$ cat config.mk
export PLATFORM = sky130hd
export DESIGN_NAME = id_ex_stage
export DESIGN_NICKNAME = d
export VERILOG_FILES = /design/src/rtl/id_ex_stage.sv
export SDC_FILE = /design/constraint.sdc
export NUM_CORES = 1
export LEC_CHECK = 0
export BUFFER_PORTS_ARGS = -buffer_cell sky130_fd_sc_hd__buf_2
export CAP_MARGIN = 10
export CORE_MARGIN = 2
export CORE_UTILIZATION = 43
export DETAILED_ROUTE_END_ITERATION = 6
export PLACE_DENSITY = 0.75
export SKIP_CTS_REPAIR_TIMING = 1
export SLEW_MARGIN = 20
export SYNTH_ARGS = -nofsm -noshare
export SYNTH_HDL_FRONTEND = slang
export SYNTH_SLANG_ARGS = --single-unit
$ cat constraint.sdc
create_clock -name CLK -period 1.8 [get_ports CLK]
set_input_delay 0.09 -clock CLK [delete_from_list [all_inputs] [get_ports CLK]]
set_output_delay 0.09 -clock CLK [all_outputs]
set_load 0.03 [all_outputs]
$ cat src/rtl/id_ex_stage.sv
// ID/EX pipeline register with EX/MEM and MEM/WB operand forwarding
// and load-use bubble insertion feeding the ALU.
module id_ex_stage #(
   parameter int DW = 32,
   parameter int RW = 5,
   parameter int CW = 16
) (
   input  logic          CLK,
   input  logic          Reset,
   input  logic          hold,
   input  logic          flush,
   input  logic          id_valid,
   input  logic [RW-1:0] id_rs,
   input  logic [RW-1:0] id_rt,
   input  logic [RW-1:0] id_rd,
   input  logic [DW-1:0] id_rs_data,
   input  logic [DW-1:0] id_rt_data,
   input  logic [DW-1:0] id_imm,
   input  logic [4:0]    id_sa,
   input  logic          id_ALUSrcA,
   input  logic          id_ALUSrcB,
   input  logic [2:0]    id_ALUOp,
   input  logic          id_RegWrite,
   input  logic          id_MemRead,
   input  logic          id_MemWrite,
   input  logic          id_MemToReg,
   input  logic          id_RegDst,
   input  logic          exm_RegWrite,
   input  logic [RW-1:0] exm_rd,
   input  logic [DW-1:0] exm_result,
   input  logic          mwb_RegWrite,
   input  logic [RW-1:0] mwb_rd,
   input  logic [DW-1:0] mwb_data,
   output logic [DW-1:0] A,
   output logic [DW-1:0] B,
   output logic [2:0]    ALUOp,
   output logic [DW-1:0] store_data,
   output logic [RW-1:0] ex_dst,
   output logic          ex_valid,
   output logic          ex_RegWrite,
   output logic          ex_MemRead,
   output logic          ex_MemWrite,
   output logic          ex_MemToReg,
   output logic          load_use_stall,
   output logic [CW-1:0] bubble_count
);

   typedef struct packed {
      logic          valid;
      logic          regwrite;
      logic          memread;
      logic          memwrite;
      logic          memtoreg;
      logic          regdst;
      logic          srca;
      logic          srcb;
      logic [2:0]    aluop;
      logic [RW-1:0] rs;
      logic [RW-1:0] rt;
      logic [RW-1:0] rd;
      logic [DW-1:0] rs_data;
      logic [DW-1:0] rt_data;
      logic [DW-1:0] imm;
      logic [4:0]    sa;
   } id_ex_t;

   id_ex_t q;
   id_ex_t d;

   logic [DW-1:0] fwd_rs;
   logic [DW-1:0] fwd_rt;
   logic          rt_hit;

   always_comb begin
      d          = '0;
      d.valid    = id_valid;
      d.regwrite = id_valid & id_RegWrite;
      d.memread  = id_valid & id_MemRead;
      d.memwrite = id_valid & id_MemWrite;
      d.memtoreg = id_valid & id_MemToReg;
      d.regdst   = id_valid & id_RegDst;
      d.srca     = id_ALUSrcA;
      d.srcb     = id_ALUSrcB;
      d.aluop    = id_ALUOp;
      d.rs       = id_rs;
      d.rt       = id_rt;
      d.rd       = id_rd;
      d.rs_data  = id_rs_data;
      d.rt_data  = id_rt_data;
      d.imm      = id_imm;
      d.sa       = id_sa;
   end

   // Stall only when the load in EX feeds a real instruction in ID.
   always_comb begin
      rt_hit = (q.rt == id_rs) | (q.rt == id_rt);
      load_use_stall = q.valid & q.memread & (q.rt != '0)
                     & rt_hit & id_valid;
   end

   function automatic logic [DW-1:0] fwd(
      input logic [RW-1:0] r,
      input logic [DW-1:0] rf
   );
      logic exm_hit;
      logic mwb_hit;
      exm_hit = exm_RegWrite & (exm_rd != '0) & (exm_rd == r);
      mwb_hit = mwb_RegWrite & (mwb_rd != '0) & (mwb_rd == r);
      if (exm_hit)      fwd = exm_result;
      else if (mwb_hit) fwd = mwb_data;
      else              fwd = rf;
   endfunction

   always_comb begin
      fwd_rs = fwd(q.rs, q.rs_data);
      fwd_rt = fwd(q.rt, q.rt_data);
   end

   always_ff @(posedge CLK) begin
      if (Reset) begin
         q            <= '0;
         bubble_count <= '0;
      end else if (flush) begin
         q <= '0;
      end else if (hold) begin
         q            <= q;
         bubble_count <= bubble_count;
      end else if (load_use_stall) begin
         q <= '0;
         if (bubble_count != '1)
            bubble_count <= bubble_count + CW'(1);
      end else begin
         q <= d;
      end
   end

   always_comb begin
      A           = q.srca ? {{(DW-5){1'b0}}, q.sa} : fwd_rs;
      B           = q.srcb ? q.imm : fwd_rt;
      store_data  = fwd_rt;
      ALUOp       = q.aluop;
      ex_dst      = q.regdst ? q.rd : q.rt;
      ex_valid    = q.valid;
      ex_RegWrite = q.regwrite;
      ex_MemRead  = q.memread;
      ex_MemWrite = q.memwrite;
      ex_MemToReg = q.memtoreg;
   end

endmodule

==> qor.yml, run 1 <==
status: "finished with violations"
violations: "negative setup slack"
viasPerCell: 6.60
drt_wl_total_mm: 46.1
layout_commonest_cell: "buf_2"
synthToLayoutAreaGrowth_pct: 113
ioPinCount: 333
start_kind: "register"
fin_crit_sh: 1.54
syn_nets: 1014
pwr-share-clk: 0.400
drt_iter0_drc: 1188
comb_power_share: 0.245
ys_ff_latch: 143
grtUsageTotal: 0.305
cts.path.max_buffers: 2
die_h_um: 134
clock_latency_ns: 0.43
grt_max_degree: 61
regToRegSetupSlack_ns: -0.45
switching_share: 0.298
cts_tree: "done"
hold_viol_final: 0
reg2reg_to: "q[45]"
avgSynthCellArea_um2: 9.03
numCtsBuffers: 17
clk_pin_slew_worst_paths_ns: 0.07
min_path_cells: 5
drv_slew: 0
synthDistinctLibCells: 43
finalSetupViolCount: 240
total_leakage_power_nw: 6.58
power_frac_seq: 0.355
cap_viol_max_count: 0
die_w_um: 134
wire_per_inst_um: 28.6
clockRootBuffer: "clkbuf_16"
gp_congestion: 0.876
ys.flop_type: "dfxtp_1"
skew_ns: 0.0147
setup_slack_ns: -0.975
rows: 47
synth-edff-count: 0
worstHoldPathType: "in -> reg"
holdPathEnd: "bubble_count[4]"
ys_warn_count: 0
worstPathArrival_ns: 2.68
layout_common_cells: "buf_2, dlygate4sd3_1, a22o_1, dfxtp_1, buf_4"
initial_core_util: 0.439
critPathCaptureType: "primary output"
power_mw: 9.46
fin_crit_ns: 2.77
power.density_nw_per_um2: 609
fmax_ghz: 0.360
r2r-start: "q[110]"
cts_sinks: 143
nNetsFinal: 1579
crit_type: "reg -> out"
first_pass_iters: 6
netlist_instances: 806
peakVddDrop_uv: 678
vias: 10600
worstHoldStart: "hold"
syn_area_um2: 7280
grt_pass1_vias: 8143
required_ns: 1.71
ys_async_sr_fraction: 0
startpoint: "q[108]"
drive_gt1_frac: 0.585
tightest_slew_ns: 0.561
reg2regPathDepth: 9
synth-seq-area-share: 0.393
maxSlewHeadroom: 0.625
path_max_fanout: 8
grt_overflow: 0
h-tree-depth: 4
antenna_found_initial: 4
dieArea_um2: 18000
port-buffer-count: 332
holdWs_ns: 0.241
drc: 0
dp_hpwl_mm: 21.1
switchingPower_mw: 2.82
drt.antenna.violating_nets: 0
rsz0062_at_grt: "true"
core_um2: 16600
intPower_mw: 6.64
grt_pass1_wl_mm: 43.2
==> critical path: stages, from the launching register on <==
cell,delay [ns]
dfxtp_2,0.36
xor2_1,0.18
nor3_2,0.33
nand3b_1,0.17
buf_6,0.18
clkbuf_16,0.20
a221oi_4,0.56
o31ai_4,0.10
buf_6,0.16
==> metal layers <==
layer / share of wire / GRT usage / vias up
met1: 0.33 / 0.368 / 5045
met4: 0.082 / 0.149 / 0
met5: 0 / 0 / -
met3: 0.11 / 0.0718 / 339
met2: 0.48 / 0.512 / 1041
li1: - / - / 4191
==> per-stage QoR <==
stage | std cells | TNS (ns) | setup WS [ns] | utilization | instance area (um^2)
finish | 1609 | -118.56 | -0.975 | 0.937 | 15500
global route | 1608 | -124.19 | -0.972 | 0.937 | 15500
global placement | 1392 | -30.76 | -0.277 | 0.691 | 11500
floorplan | 806 | -6.20 | -0.250 | - | 8940
CTS | 1424 | -85.98 | -0.867 | 0.727 | 12100
detailed placement | 1392 | -38.80 | -0.358 | 0.691 | 11500
==> Yosys cell counts (all sizes together) (2+ instances only) <==
| library cell | instances | share of area |
|---|---|---|
| a211oi | 28 | 0.030 |
| a21oi | 12 | 0.0083 |
| a221oi | 37 | 0.045 |
| a22o | 126 | 0.15 |
| and2 | 7 | 0.0060 |
| and3 | 29 | 0.025 |
| buf | 37 | 0.036 |
| clkbuf | 46 | 0.024 |
| dfxtp | 143 | 0.39 |
| inv | 3 | 0.0015 |
| mux2 | 9 | 0.014 |
| mux2i | 27 | 0.037 |
| nand2 | 52 | 0.027 |
| nand3 | 8 | 0.0055 |
| nand4 | 11 | 0.0095 |
| nor2 | 107 | 0.055 |
| nor2b | 5 | 0.0043 |
| nor3 | 9 | 0.0062 |
| nor3b | 2 | 0.0021 |
| o21ai | 4 | 0.0028 |
| o31ai | 42 | 0.043 |
| o41ai | 3 | 0.0036 |
| or3 | 6 | 0.0052 |
| or4 | 10 | 0.010 |
| xnor2 | 22 | 0.026 |
| xor2 | 8 | 0.0096 |
==> state kept, by name, indices dropped and copies added, names as in the netlist <==
register,cells
q,119
ex_valid,1
ex_MemWrite,1
ex_MemToReg,1
bubble_count,16
ALUOp,3
ex_MemRead,1
ex_RegWrite,1
==> area by class of cell <==
cell class / count / area [um^2]
Antenna cell: 5 / 12.5
Clock buffer: 22 / 465
Clock inverter: 10 / 134
Fill cell: 503 / 1050
Inverter: 3 / 13.8
Multi-Input combinational cell: 577 / 6130
Sequential cell: 143 / 2920
Tap cell: 220 / 275
Timing Repair Buffer: 629 / 5580
==> power by group through the flow <==
stage | combinational (mW) | clock, mW | sequential, mW
after floorplan | 0.969 | 0 | 3.38
after global placement | 1.53 | 0 | 3.40
after detailed placement | 1.55 | 0 | 3.40
after CTS | 1.55 | 3.68 | 3.33
after global routing | 2.36 | 3.88 | 3.36
final | 2.32 | 3.78 | 3.36
==> worst max-delay path by stage <==
| stage | to | slack (ns) | cells after the start |
|---|---|---|---|
| after CTS | B[0] | -0.87 | 8 |
| final | B[1] | -0.97 | 8 |
| after detailed placement | B[0] | -0.36 | 8 |
| after global placement | B[0] | -0.28 | 8 |
| after global routing | B[1] | -0.97 | 8 |
| after floorplan | A[10] | -0.25 | 6 |
==> cells by family after synthesis <==
kind of cell / Yosys count / share of synthesized area
AOI/OAI and AO/OA: 259 / 0.295
and+or+nand+nor: 251 / 0.161
DFF: 143 / 0.393
buffers and inverters: 86 / 0.0615
muxes: 36 / 0.0511
xor gates and xnor gates: 30 / 0.0361
adders and majority gates: 1 / 0.00172
Power figures use the tool's default switching activity.
==> inputs of run 2 (changes only) <==
- ABC_AREA: unset -> 1
- CELL_PAD_IN_SITES_DETAIL_PLACEMENT: unset -> 1
- CELL_PAD_IN_SITES_GLOBAL_PLACEMENT: unset -> 2
- CORE_UTILIZATION: 43 -> 22
- PLACE_DENSITY: 0.75 -> 0.74
- SLEW_MARGIN: 20 -> 5
==> run 2 against run 1 <==
The flow still finishes with violations (negative setup slack). Worst hold slack lost 0.20 ns. Via count rose by 2.1%. Critical path depth is 1 higher. Routed wire length increased by 0.54%. Maximum frequency rose by 16%. Synthesized area grew 16%. Register-to-register slack improved by 0.27 ns. Global-route usage fell by 11 points. Clock power is 3% lower. Die area is 120% higher. Cell area shrank 6.6%. First-iteration DRC count shrank 59%.
==> qor.yml, run 2 <==
ys_warn_count: 0  # unchanged
cap_viol_max_count: 0  # unchanged
drive_gt1_frac: 0.360  # -0.225
min_path_cells: 3  # -2
drt_iter0_drc: 488  # -59%
synthDistinctLibCells: 32  # -26%
synth.area.top_cells: "dfxtp_1, nand3_1, nand2_1"
place_inst: 2112  # +52%
grtUsageTotal: 0.196  # -0.110
synth-seq-area-share: 0.339  # -0.0541
regToRegSetupSlack_ns: -0.18  # +0.27 ns
viasPerCell: 4.71  # -29%
synth-edff-count: 0  # unchanged
rows: 71  # +51%
switching_share: 0.305  # +0.00646
vias: 10800  # +2.1%
fin_util: 0.384  # -0.553
violations: "negative setup slack"
worstPathArrival_ns: 2.30  # -0.38 ns
avgSynthCellArea_um2: 6.39  # -29%
maxSlewHeadroom: 0.493  # -0.131
crit_type: "reg -> out"
grt_overflow: 0  # unchanged
final_area_um2: 14500  # -6.6%
syn_nets: 1529  # +51%
peakVddDrop_uv: 687  # +1.3%
comb_power_share: 0.223  # -0.022
intPower_mw: 6.25  # -5.8%
clockRootBuffer: "clkbuf_16"
numCtsBuffers: 17  # unchanged
placed_cell_area_um2: 10900  # -5.3%
ys_async_sr_fraction: 0  # unchanged
yosys-top-cells-count: "nand2_1, nand3_1, dfxtp_1"
cts_tree: "done"
power_mw: 8.99  # -5.0%
synthToLayoutAreaGrowth_pct: 71.9
start_kind: "register"
gp_congestion: 0.842  # -3.9%
status: "finished with violations"
syn_area_um2: 8440  # +16%
clk_pin_slew_worst_paths_ns: 0.06  # about the same
place_ws_ns: -0.198  # +0.161 ns
tightest_slew_ns: 0.760  # +0.199 ns
finalSetupViolCount: 179  # -25%
worstHoldPathType: "in -> reg"
finalSetupTns_ns: -52.77  # +65.80 ns
netlist_instances: 1321  # +64%
hold_viol_final: 0  # unchanged
port-buffer-count: 332  # unchanged
fin_crit_sh: 1.33  # -0.212
top_layer_used: "met5"
drv_slew: 0  # unchanged
holdWs_ns: 0.0449  # -0.196 ns
yosys.area.top_type: "dfxtp_1"
largest_reg_flops: 119  # unchanged
r2r-start: "q[110]"
fin_cells: 2300  # +43%
grt_pass1_vias: 10000  # +23%
core_um2: 37800  # +130%
die_w_um: 200  # +49%
cts.path.max_buffers: 2  # unchanged
clock_latency_ns: 0.44  # about the same
switchingPower_mw: 2.74  # -2.9%
dp_hpwl_mm: 29.3  # +39%
reg2regPathDepth: 10  # +1
skew_ns: 0.0117  # -0.00296 ns
setup_slack_ns: -0.594  # +0.381 ns
fin_crit_ns: 2.39  # -0.381 ns
path_max_fanout: 7  # -1
critPathCaptureType: "primary output"
rsz0062_at_grt: "true"
first_pass_iters: 5  # -1
worstHoldStart: "id_valid"
grt_max_degree: 128  # +110%
nNetsFinal: 1979  # +25%
ys.flop_type: "dfxtp_1"
holdPathEnd: "ex_RegWrite"
power_frac_seq: 0.368  # +0.013
h-tree-depth: 4  # unchanged
layout_commonest_cell: "nand2_1"
cts_sinks: 143  # unchanged
dieArea_um2: 39900  # +120%
reg2reg_to: "q[92]"
antenna_found_initial: 8  # +4
drc: 0  # unchanged
ys_ff_latch: 143  # unchanged
required_ns: 1.71  # about the same
synthMostInstantiatedCell: "nand2_1"
initial_core_util: 0.224  # -0.215
nFillCells: 4666  # +830%
ioPinCount: 333  # unchanged
wl_met2_mm: 22.8  # +2.8%
total_leakage_power_nw: 6.67  # +1.3%
grt_pass1_wl_mm: 59.1  # +37%
met3_wirelength_mm: 2.37  # -51%
wire_per_inst_um: 20.1  # -30%
layout_common_cells: "nand2_1, buf_2, nand3_1, dfxtp_1, dlygate4sd3_1"
drt_wl_total_mm: 46.3  # +0.54%
met1Wirelength_mm: 20.3  # +33%
die_h_um: 200  # +49%
regMostFlops: "q"
synth_top_cell_area_share: 0.339  # -0.0541
drt.antenna.violating_nets: 0  # unchanged
power.density_nw_per_um2: 620  # +1.7%
pwr-share-clk: 0.409  # +0.009
fmax_ghz: 0.418  # +16%
[run 2: changes by cell type in the layout (fill, tap and decap cells not counted), moves of 29 or more]
cell      before  now
a21oi_1        6  125
o31ai_4       34    0
nor2_2        38    3
nor2_4        30    1
a221oi_4      30    0
buf_4        106   40
a22o_1       126    0
nand3_1        3  203
or2_0          0   50
nand3_2        4   85
inv_1          2   51
nand2_2        2   37
nand2_1       50  333
[run 2: cell type report]
cell class                      instances  area [um^2]  area share
Inverter                               62          240      0.0166
Multi-Input combinational cell       1013         5680       0.391
Clock buffer                           19          453      0.0312
Clock inverter                         13          136     0.00940
Sequential cell                       143         2880       0.199
Timing Repair Buffer                  534         4470       0.308
Tap cell                              511          639      0.0441
Antenna cell                            5         12.5    0.000862
[run 2: worst max-delay path, cell delays in order (launching register included)]
cell and delay (ns):
dfxtp_4 0.37, xnor2_2 0.17, nand2_2 0.09, nor3_4 0.15, nand3_4 0.17, buf_12 0.19, clkbuf_16 0.16, or2_0 0.25
and2_1 0.18, buf_6 0.14
[run 2: cell families after synthesis]
group / Yosys count / share of synthesized area
AO/OA/AOI/OAI: 142 / 0.0855
XOR/XNOR: 28 / 0.0291
adder cells (fa/ha/maj): 1 / 0.00148
buffers and inverters: 165 / 0.0850
flip-flops: 143 / 0.339
AND/OR/NAND/NOR: 842 / 0.460
[run 2: layer usage]
metal | GRT usage | vias to the layer above
met5 | 0 | -
met4 | 0.0450 | 8
met3 | 0.0523 | 45
met2 | 0.321 | 295
met1 | 0.256 | 5276
li1 | - | 5213
[run 2: worst max-delay path by stage]
stage	from	cells after the start	to	slack, ns
final	q[106]	9	store_data[10]	-0.59
after global routing	q[106]	10	B[10]	-0.68
after CTS	q[107]	10	B[28]	-0.66
after detailed placement	q[106]	12	bubble_count[15]	-0.20
after global placement	q[107]	10	B[0]	-0.13
after floorplan	bubble_count[0]	11	bubble_count[8]	0.05
[run 2: power groups by stage]
stage	logic, mW	registers [mW]	clock network [mW]
finish	2.01	3.31	3.68
global route	2.15	3.31	3.89
CTS	1.47	3.30	3.77
detailed placement	1.47	3.38	0
global placement	1.46	3.37	0
floorplan	0.804	3.36	0
